**config.mk**
```make
export PLATFORM = sky130hd
export DESIGN_NAME = wb_arbiter
export DESIGN_NICKNAME = d
export VERILOG_FILES = /design/src/rtl/wb_arbiter_pkg.sv /design/src/rtl/wb_skid.sv /design/src/rtl/wb_arbiter.sv
export SDC_FILE = /design/constraint.sdc
export NUM_CORES = 1
export LEC_CHECK = 0
export ABC_AREA = 1
export BUFFER_PORTS_ARGS = -buffer_cell sky130_fd_sc_hd__buf_2
export CAP_MARGIN = 10
export CORE_UTILIZATION = 36
export CTS_CLUSTER_DIAMETER = 200
export CTS_CLUSTER_SIZE = 8
export DETAILED_ROUTE_END_ITERATION = 8
export GPL_TIMING_DRIVEN = 0
export PLACE_DENSITY = 0.63
export SLEW_MARGIN = 20
export SYNTH_ARGS = -nofsm -noshare
export SYNTH_HDL_FRONTEND = slang
export SYNTH_SLANG_ARGS = --single-unit
```
**constraint.sdc**
```tcl
create_clock -name clk -period 2.73 [get_ports clk]
set_input_delay 0.546 -clock clk [delete_from_list [all_inputs] [get_ports clk]]
set_output_delay 0.546 -clock clk [all_outputs]
set_load 0.03 [all_outputs]
```
**src/rtl/wb_arbiter_pkg.sv**
```systemverilog
// Shared writeback-port definitions: default field widths and source IDs.
// No logic; constants only.
// Imported by the arbiter and its skid buffers.
package wb_arbiter_pkg;

  localparam int XLEN_DEF  = 64;
  localparam int RA_W_DEF  = 5;
  localparam int CNT_W_DEF = 64;

  // Source identifiers reported on ret_src and held in last_grant.
  localparam logic SRC_IP  = 1'b0;
  localparam logic SRC_LSP = 1'b1;

endpackage

```
**src/rtl/wb_skid.sv**
```systemverilog
// One-entry skid buffer for a writeback result port; exposes a head (buffer or bypass).
// Latency 0 when the head is granted on arrival, otherwise held until granted.
// ready = !full, straight from a flop, so there is no valid-to-ready combinational path.
module wb_skid
  import wb_arbiter_pkg::*;
#(
  parameter int XLEN = XLEN_DEF,
  parameter int RA_W = RA_W_DEF
) (
  input  logic            clk,
  input  logic            rst_n,
  input  logic [RA_W-1:0] dst,
  input  logic [XLEN-1:0] result,
  input  logic [XLEN-1:0] pc,
  input  logic            wb_en,
  input  logic            valid,
  output logic            ready,
  output logic            head_valid,
  output logic [RA_W-1:0] head_dst,
  output logic [XLEN-1:0] head_result,
  output logic [XLEN-1:0] head_pc,
  output logic            head_wb_en,
  input  logic            grant
);

  logic            full;
  logic [RA_W-1:0] buf_dst;
  logic [XLEN-1:0] buf_result;
  logic [XLEN-1:0] buf_pc;
  logic            buf_wb_en;
  logic            xfer;

  assign ready = !full;
  assign xfer  = valid && !full;

  // Head is the buffered entry when present, otherwise whatever transfers this cycle.
  always_comb begin
    head_valid  = full || xfer;
    head_dst    = full ? buf_dst    : dst;
    head_result = full ? buf_result : result;
    head_pc     = full ? buf_pc     : pc;
    head_wb_en  = full ? buf_wb_en  : wb_en;
  end

  // Occupancy: fill on an ungranted transfer, drain when the buffered entry is granted.
  always_ff @(posedge clk or negedge rst_n) begin
    if (!rst_n) begin
      full <= 1'b0;
    end else if (full) begin
      if (grant) full <= 1'b0;
    end else if (xfer && !grant) begin
      full <= 1'b1;
    end
  end

  // Capture the payload of a transfer that lost arbitration.
  always_ff @(posedge clk or negedge rst_n) begin
    if (!rst_n) begin
      buf_dst    <= '0;
      buf_result <= '0;
      buf_pc     <= '0;
      buf_wb_en  <= 1'b0;
    end else if (xfer && !grant) begin
      buf_dst    <= dst;
      buf_result <= result;
      buf_pc     <= pc;
      buf_wb_en  <= wb_en;
    end
  end

endmodule

```
**src/rtl/wb_arbiter.sv**
```systemverilog
// Writeback arbiter: round-robin between integer pipe (A) and load/store pipe (B).
// Latency 1 from head presentation to register-file / retire outputs.
// Output stage never stalls; losing port is parked in its skid buffer and drops ready.
module wb_arbiter
  import wb_arbiter_pkg::*;
#(
  parameter int XLEN  = XLEN_DEF,
  parameter int RA_W  = RA_W_DEF,
  parameter int CNT_W = CNT_W_DEF
) (
  input  logic             clk,
  input  logic             rst_n,
  input  logic [RA_W-1:0]  a_dst,
  input  logic [XLEN-1:0]  a_result,
  input  logic [XLEN-1:0]  a_pc,
  input  logic             a_wb_en,
  input  logic             a_valid,
  output logic             a_ready,
  input  logic [RA_W-1:0]  b_dst,
  input  logic [XLEN-1:0]  b_result,
  input  logic [XLEN-1:0]  b_pc,
  input  logic             b_wb_en,
  input  logic             b_valid,
  output logic             b_ready,
  output logic             rf_wen,
  output logic [RA_W-1:0]  rf_wdst,
  output logic [XLEN-1:0]  rf_wdata,
  output logic             sb_clr,
  output logic [RA_W-1:0]  sb_clr_dst,
  output logic             ret_valid,
  output logic [XLEN-1:0]  ret_pc,
  output logic             ret_src,
  output logic [CNT_W-1:0] ret_count
);

  logic            a_head_valid, b_head_valid;
  logic [RA_W-1:0] a_head_dst, b_head_dst;
  logic [XLEN-1:0] a_head_result, b_head_result;
  logic [XLEN-1:0] a_head_pc, b_head_pc;
  logic            a_head_wb_en, b_head_wb_en;

  logic            grant_a, grant_b, grant_any;
  logic            last_grant;
  logic [RA_W-1:0] win_dst;
  logic [XLEN-1:0] win_result;
  logic [XLEN-1:0] win_pc;
  logic            win_wb_en;
  logic            win_src;
  logic            win_writes;

  wb_skid #(.XLEN(XLEN), .RA_W(RA_W)) u_skid_a (
    .clk         (clk),
    .rst_n       (rst_n),
    .dst         (a_dst),
    .result      (a_result),
    .pc          (a_pc),
    .wb_en       (a_wb_en),
    .valid       (a_valid),
    .ready       (a_ready),
    .head_valid  (a_head_valid),
    .head_dst    (a_head_dst),
    .head_result (a_head_result),
    .head_pc     (a_head_pc),
    .head_wb_en  (a_head_wb_en),
    .grant       (grant_a)
  );

  wb_skid #(.XLEN(XLEN), .RA_W(RA_W)) u_skid_b (
    .clk         (clk),
    .rst_n       (rst_n),
    .dst         (b_dst),
    .result      (b_result),
    .pc          (b_pc),
    .wb_en       (b_wb_en),
    .valid       (b_valid),
    .ready       (b_ready),
    .head_valid  (b_head_valid),
    .head_dst    (b_head_dst),
    .head_result (b_head_result),
    .head_pc     (b_head_pc),
    .head_wb_en  (b_head_wb_en),
    .grant       (grant_b)
  );

  // Round-robin pick: a lone head wins; on contention the port not granted last time wins.
  always_comb begin
    grant_a    = 1'b0;
    grant_b    = 1'b0;
    win_dst    = a_head_dst;
    win_result = a_head_result;
    win_pc     = a_head_pc;
    win_wb_en  = a_head_wb_en;
    win_src    = SRC_IP;
    if (a_head_valid && b_head_valid) begin
      if (last_grant == SRC_LSP) grant_a = 1'b1;
      else                       grant_b = 1'b1;
    end else if (a_head_valid) begin
      grant_a = 1'b1;
    end else if (b_head_valid) begin
      grant_b = 1'b1;
    end
    if (grant_b) begin
      win_dst    = b_head_dst;
      win_result = b_head_result;
      win_pc     = b_head_pc;
      win_wb_en  = b_head_wb_en;
      win_src    = SRC_LSP;
    end
  end

  assign grant_any  = grant_a || grant_b;
  assign win_writes = win_wb_en && (win_dst != '0);

  // Remember who won last; resets to B so A takes the first contention.
  always_ff @(posedge clk or negedge rst_n) begin
    if (!rst_n)         last_grant <= SRC_LSP;
    else if (grant_any) last_grant <= win_src;
  end

  // Registered output slot: pulses follow the grant, data fields hold between grants.
  always_ff @(posedge clk or negedge rst_n) begin
    if (!rst_n) begin
      ret_valid  <= 1'b0;
      rf_wen     <= 1'b0;
      sb_clr     <= 1'b0;
      rf_wdst    <= '0;
      rf_wdata   <= '0;
      sb_clr_dst <= '0;
      ret_pc     <= '0;
      ret_src    <= SRC_IP;
      ret_count  <= '0;
    end else begin
      ret_valid <= grant_any;
      rf_wen    <= grant_any && win_writes;
      sb_clr    <= grant_any && win_writes;
      if (grant_any) begin
        rf_wdst    <= win_dst;
        rf_wdata   <= win_result;
        sb_clr_dst <= win_dst;
        ret_pc     <= win_pc;
        ret_src    <= win_src;
        ret_count  <= ret_count + CNT_W'(1);
      end
    end
  end

endmodule

```
Yosys cells after proc, flatten, opt, wreduce, memory -nomap -nowiden
Index checks and enable logic that the tools add are counted.
{"block": "op_classes", "n_addsub": 1, "mul": 0, "n_div": 0, "n_lt_le_gt_ge": 0, "eq_ne": 0, "shifts": 0, "mux": 26, "bitwise": 0, "reduce_logical": 15}
{"cell": "$mux W64", "n": 6}
{"cell": "$add A64 B1 Y64 const B", "n": 1}
{"cell": "$mux W1", "n": 17}
{"cell": "$mux W5", "n": 3}
{"cell": "$logic_and A1 B1 Y1", "n": 7}
{"cell": "$reduce_bool A5 Y1", "n": 1}
{"cell": "$logic_not A1 Y1", "n": 4}
{"cell": "$logic_or A1 B1 Y1", "n": 3}
{"block": "word_totals", "register_bits": 471, "latch_bits": 0, "ram_bits": 0, "romBits": 0, "in_bits": 272, "mem_count": 0}

Longest topological paths before layout
{"block": "logic_depth", "word_depth": 10, "ltp_mapped": 12, "depth_no_buf": 10}

Cells and area by module
Synthesis repeated with hierarchy kept, for this count alone.
{"block": "hier_totals", "cells_unflattened": 3290, "area_unflattened_um2": 23745.3}
{"mod": "wb_skid", "n_inst": 2, "cells_per_inst": 1018, "area_each_um2": 6956.7}
{"mod": "wb_arbiter", "n_inst": 1, "cells_per_inst": 1254, "area_each_um2": 9831.9}

Worst setup path after synthesis
OpenSTA, ideal clock, no wires.
{"block": "synth_path", "path_kind": "register -> register", "from": "register ret_count[0]", "to": "register ret_count[36]", "setup_time_ns": 0.113, "arrival_ns": 1.606, "required_ns": 2.617, "slack_ns": 1.011, "stages_incl_launch_ff": 11, "n_path_buf": 0, "period_less_slack_ns": 1.719, "path_cell_list": "dfrtp_1 -> ha_1 -> inv_1 -> nor2_4 -> nand3_2 -> nor2_4 -> nand2_2 -> nor2_2 -> nand2_1 -> nand2_1 -> inv_1"}
{"block": "synth_via", "elab_chain_cells": 1}
{"item": "from (decl)", "line": "wb_arbiter.sv:33", "text": "output logic [CNT_W-1:0] ret_count"}
{"item": "from (signal assigned)", "line": "wb_arbiter.sv:142", "text": "ret_count <= ret_count + CNT_W'(1);"}
{"item": "$add A64 B1 Y64", "line": "wb_arbiter.sv:142"}
No other way between the ends.
A chain may end at the register's enable or synchronous reset.

Final worst setup path
{"block": "layout_path", "from": "register u_skid_b.full", "to": "output port b_ready"}
{"block": "layout_via", "elab_chain_cells": 1}
{"item": "from (decl)", "line": "wb_skid.sv:26", "text": "logic full;"}
{"item": "from (signal assigned)", "line": "wb_skid.sv:48", "text": "full <= 1'b0;"}
{"item": "from (signal assigned)", "line": "wb_skid.sv:50", "text": "if (grant) full <= 1'b0;"}
{"item": "from (signal assigned)", "line": "wb_skid.sv:52", "text": "full <= 1'b1;"}
{"item": "$logic_not A1 Y1", "line": "wb_skid.sv:33", "text": "assign ready = !full;"}
{"item": "to (decl)", "line": "wb_arbiter.sv:24", "text": "output logic b_ready,"}
No other way between the ends.

==> flow_metrics.env <==
export IMPL_status="completed"
export IMPL_yosysSeqAreaShare_pct=50.7
export IMPL_r2r_start="u_skid_a.full$_DFF_PN0_"
export IMPL_vias=22043
export IMPL_power_frac_clock_pct=30.8
export IMPL_async_reset_ff_share_pct=100
export IMPL_cts_path_max_buffers=3
export IMPL_track_usage_pct=24.6
export IMPL_p_leak_nw=14.3
export IMPL_avgSynthCellArea_sq_um=7.89
export IMPL_yosys_cell_count_top_type="nand2_1"
export IMPL_instances_no_fill=4375
export IMPL_synthesis_nets=3222
export IMPL_pre_cts_ws_ns=0.0726
export IMPL_synthesis_area_sq_um=23300
export IMPL_critPathKind="register to primary output"
export IMPL_synthTopCellsByArea="dfrtp_1 51%, nand2_1 16%, o211ai_1 8.3%, inv_1 5.4%, nand3_1 3.7%"
export IMPL_cts_resized=0
export IMPL_post_place_cells=4279
export IMPL_top_level_ports=480
export IMPL_wl_per_cell_um=18.5
export IMPL_reg2reg_slack_ns=0.36
export IMPL_die_w_um=256
export IMPL_grtUsageMet3_pct=4.39
export IMPL_synth_top_family_by_area="simple AND/OR/NAND/NOR gates"
export IMPL_insertion_delay_ns=0.59
export IMPL_nets=3777
export IMPL_max_slew_margin_pct=28.4
export IMPL_synth_compound_area_share_pct=14.8
export IMPL_cts_tree="built"
export IMPL_path_max_fanout=19
export IMPL_hpwl_mm=59.5
export IMPL_worstSetupStartpointType="register"
export IMPL_synth_top_cell_by_area="dfrtp_1"
export IMPL_synth_main_ff_cell="dfrtp_1"
export IMPL_firstDrtPassIters=7
export IMPL_clk_pin_slew_ns=0.05
export IMPL_timing_fmax_mhz=398
export IMPL_synth_cell_types=33
export IMPL_io_buffers=479
export IMPL_ant_nets=0
export IMPL_clock_root_buffer="clkbuf_16"
export IMPL_grt_max_degree=90
export IMPL_hp_start="b_dst[1]"
export IMPL_gr_max_usage_layer="met2"
export IMPL_post_cts_buffers=0
export IMPL_viasPerCell=5.04
export IMPL_power_internal_w=0.0158
export IMPL_period_share_pct=92.1
export IMPL_initial_core_util_pct=36.7
export IMPL_grtUsageMet1_pct=32.9
export IMPL_crit_required_ns=2.18
export IMPL_core_sq_um=63400
export IMPL_switching_share_pct=36.6
export IMPL_min_period_ns=2.51
export IMPL_cap_violations=0
export IMPL_cts_buffers=68
export IMPL_synth_mux_area_share_pct=0
export IMPL_grt_overflow_total=0
export IMPL_r2r_end="rf_wdata[15]$_DFFE_PN0P_"
export IMPL_slew_violations=0
export IMPL_drcViolationCount=0
export IMPL_fin_ws_ns=0.216
export IMPL_power_switching_w=0.00913
export IMPL_seqPwrFrac_pct=40.8
export IMPL_critPathCaptureType="primary output"
export IMPL_die_h_um=256
export IMPL_cts_sinks=471
export IMPL_synth_edf_count=0
export IMPL_routabilityCongestion=0.927
export IMPL_area_growth_pct=23.6
export IMPL_grt_pass1_wl_mm=126
export IMPL_combinationalPowerShare_pct=28.4
export IMPL_setup_violations=0
export IMPL_ys_ff_latch=471
export IMPL_rr_worst_depth=6
export IMPL_yosys_area_share_simple_pct=23.9
export IMPL_hold_viol=0
export IMPL_setup_worst_path_end="b_ready"
export IMPL_max_slew_worst_pin_slew_ns=1.07
export IMPL_yosys_top_cells_count="990 x nand2_1, 470 x dfrtp_1, 336 x inv_1"
export IMPL_grt_antenna_before_repair=17
export IMPL_drt_wl_total_mm=80.9
export IMPL_rows=92
export IMPL_synth_xor_area_share_pct=1.09
export IMPL_p_per_area_nw_per_um2=868
export IMPL_rsz0062_at_grt="no"
export IMPL_drt_iter0_drc=1570
export IMPL_yosys_warnings=0
export IMPL_yosys_area_top_type_share_pct=50.6
export IMPL_drive_above_1_share_pct=19.8
export IMPL_startpoint="u_skid_b.full$_DFF_PN0_"
export IMPL_worstHoldPathType="primary input to register"
export IMPL_die_area_sq_um=65600
export IMPL_cts_max_level=3
export IMPL_grtUsageMet2_pct=39.6
export IMPL_syn_inst=2949
export IMPL_grt_pass1_vias=21872
export IMPL_worst_clock_skew_ns=0.0219
export IMPL_vdd_ir_drop_max_mv=0.453
export IMPL_cp_data_arrival_time_ns=1.97
export IMPL_synth_fa_ha_area_share_pct=0.0538
## cell type report
type | count | area, sq um
fill | 6389 | 34700
sequential | 471 | 11800
multi-input combinational | 1948 | 9270
timing repair buffer | 486 | 2580
clock buffer | 78 | 1780
inverter | 343 | 1290
tap | 846 | 1060
buffer | 186 | 912
clock inverter | 5 | 51.3
antenna | 12 | 30.0
## per-stage QoR
step	setup TNS [ns]	hold slack [ns]	utilization, %	area [sq um]	total power (W)
floorplan	0	0.250	-	23300	0.0147
global placement	-4191.48	0.455	42.1	26700	0.0172
detailed placement	0	0.460	42.4	26900	0.0174
CTS	0	0.178	45.3	28700	0.0252
global route	0	0.208	45.3	28700	0.0264
finish	0	0.217	45.3	28800	0.0250
## sequential cells by signal, indices dropped and copies added (netlist names), 5 cells and up
name,flops
rf_wdata,64
u_skid_b.buf_result,64
u_skid_a.buf_pc,64
ret_count,64
u_skid_a.buf_result,64
u_skid_b.buf_pc,64
sb_clr_dst,5
u_skid_a.buf_dst,5
u_skid_b.buf_dst,5
ret_pc,64
## power groups by stage
stage	logic, W	registers (W)	clock network, W
global placement	0.00700	0.0102	0
global route	0.00783	0.0104	0.00811
finish	0.00708	0.0102	0.00768
CTS	0.00713	0.0102	0.00785
floorplan	0.00339	0.0113	0
detailed placement	0.00713	0.0102	0
## layer usage
layer  vias up  share of wire [%]
met2       704                 47
met5         -              0.095
li1      10632                  -
met3       170                5.9
met1     10525                 44
met4        12                3.3
## cell usage in the layout, fill, tap and decap left out, types with 8 or more instances in the layout
cell type	synthesis	routed
nand2_1	990	990
o21ai_1	117	117
inv_1	336	336
clkbuf_1	78	85
buf_2	78	555
dfrtp_1	470	470
nand3_1	172	172
nor2_2	8	8
nor2_1	133	133
diode_2	0	12
a21oi_1	22	22
xnor2_1	22	22
clkbuf_16	0	71
nand4_1	28	28
o211ai_1	258	258
buf_4	25	25
o21ai_0	159	159
## critical path, stage by stage, from the launching register on
cell and delay [ns]:
dfrtp_1 0.36, buf_4 0.18, inv_2 0.08, buf_2 0.19
buf_4 0.29, buf_2 0.25
## worst min path at each step
stage / end / slack (ns) / cells after the start
after detailed placement: ret_pc[39]$_DFFE_PN0P_ / 0.46 / 1
after global placement: ret_src$_DFFE_PN0P_ / 0.46 / 2
after CTS: u_skid_b.buf_pc[9]$_DFFE_PN0P_ / 0.18 / 3
after global routing: u_skid_b.buf_wb_en$_DFFE_PN0P_ / 0.21 / 3
final: u_skid_b.buf_dst[1]$_DFFE_PN0P_ / 0.22 / 3
after floorplan: ret_count[0]$_DFFE_PN0P_ / 0.25 / 0
## logic make-up (layout without fill, tap and decap cells)
family | after synthesis | in the layout
and+or+nand+nor | 1359 | 1359
AOI/OAI and AO/OA | 559 | 559
buffers and inverters | 530 | 1098
DFF | 471 | 471
xor gates and xnor gates | 29 | 29
adders and majority gates | 1 | 1
other | 0 | 12
## what timing repair did
action                                  4_1_cts  5_1_grt
gates cloned                                  0        1
pin swaps                                     0        0
hold endpoints to repair                     44        0
endpoints found under the setup margin        1       88
hold buffers                                  1        0
No activity file was read; power rests on OpenSTA's default activity.
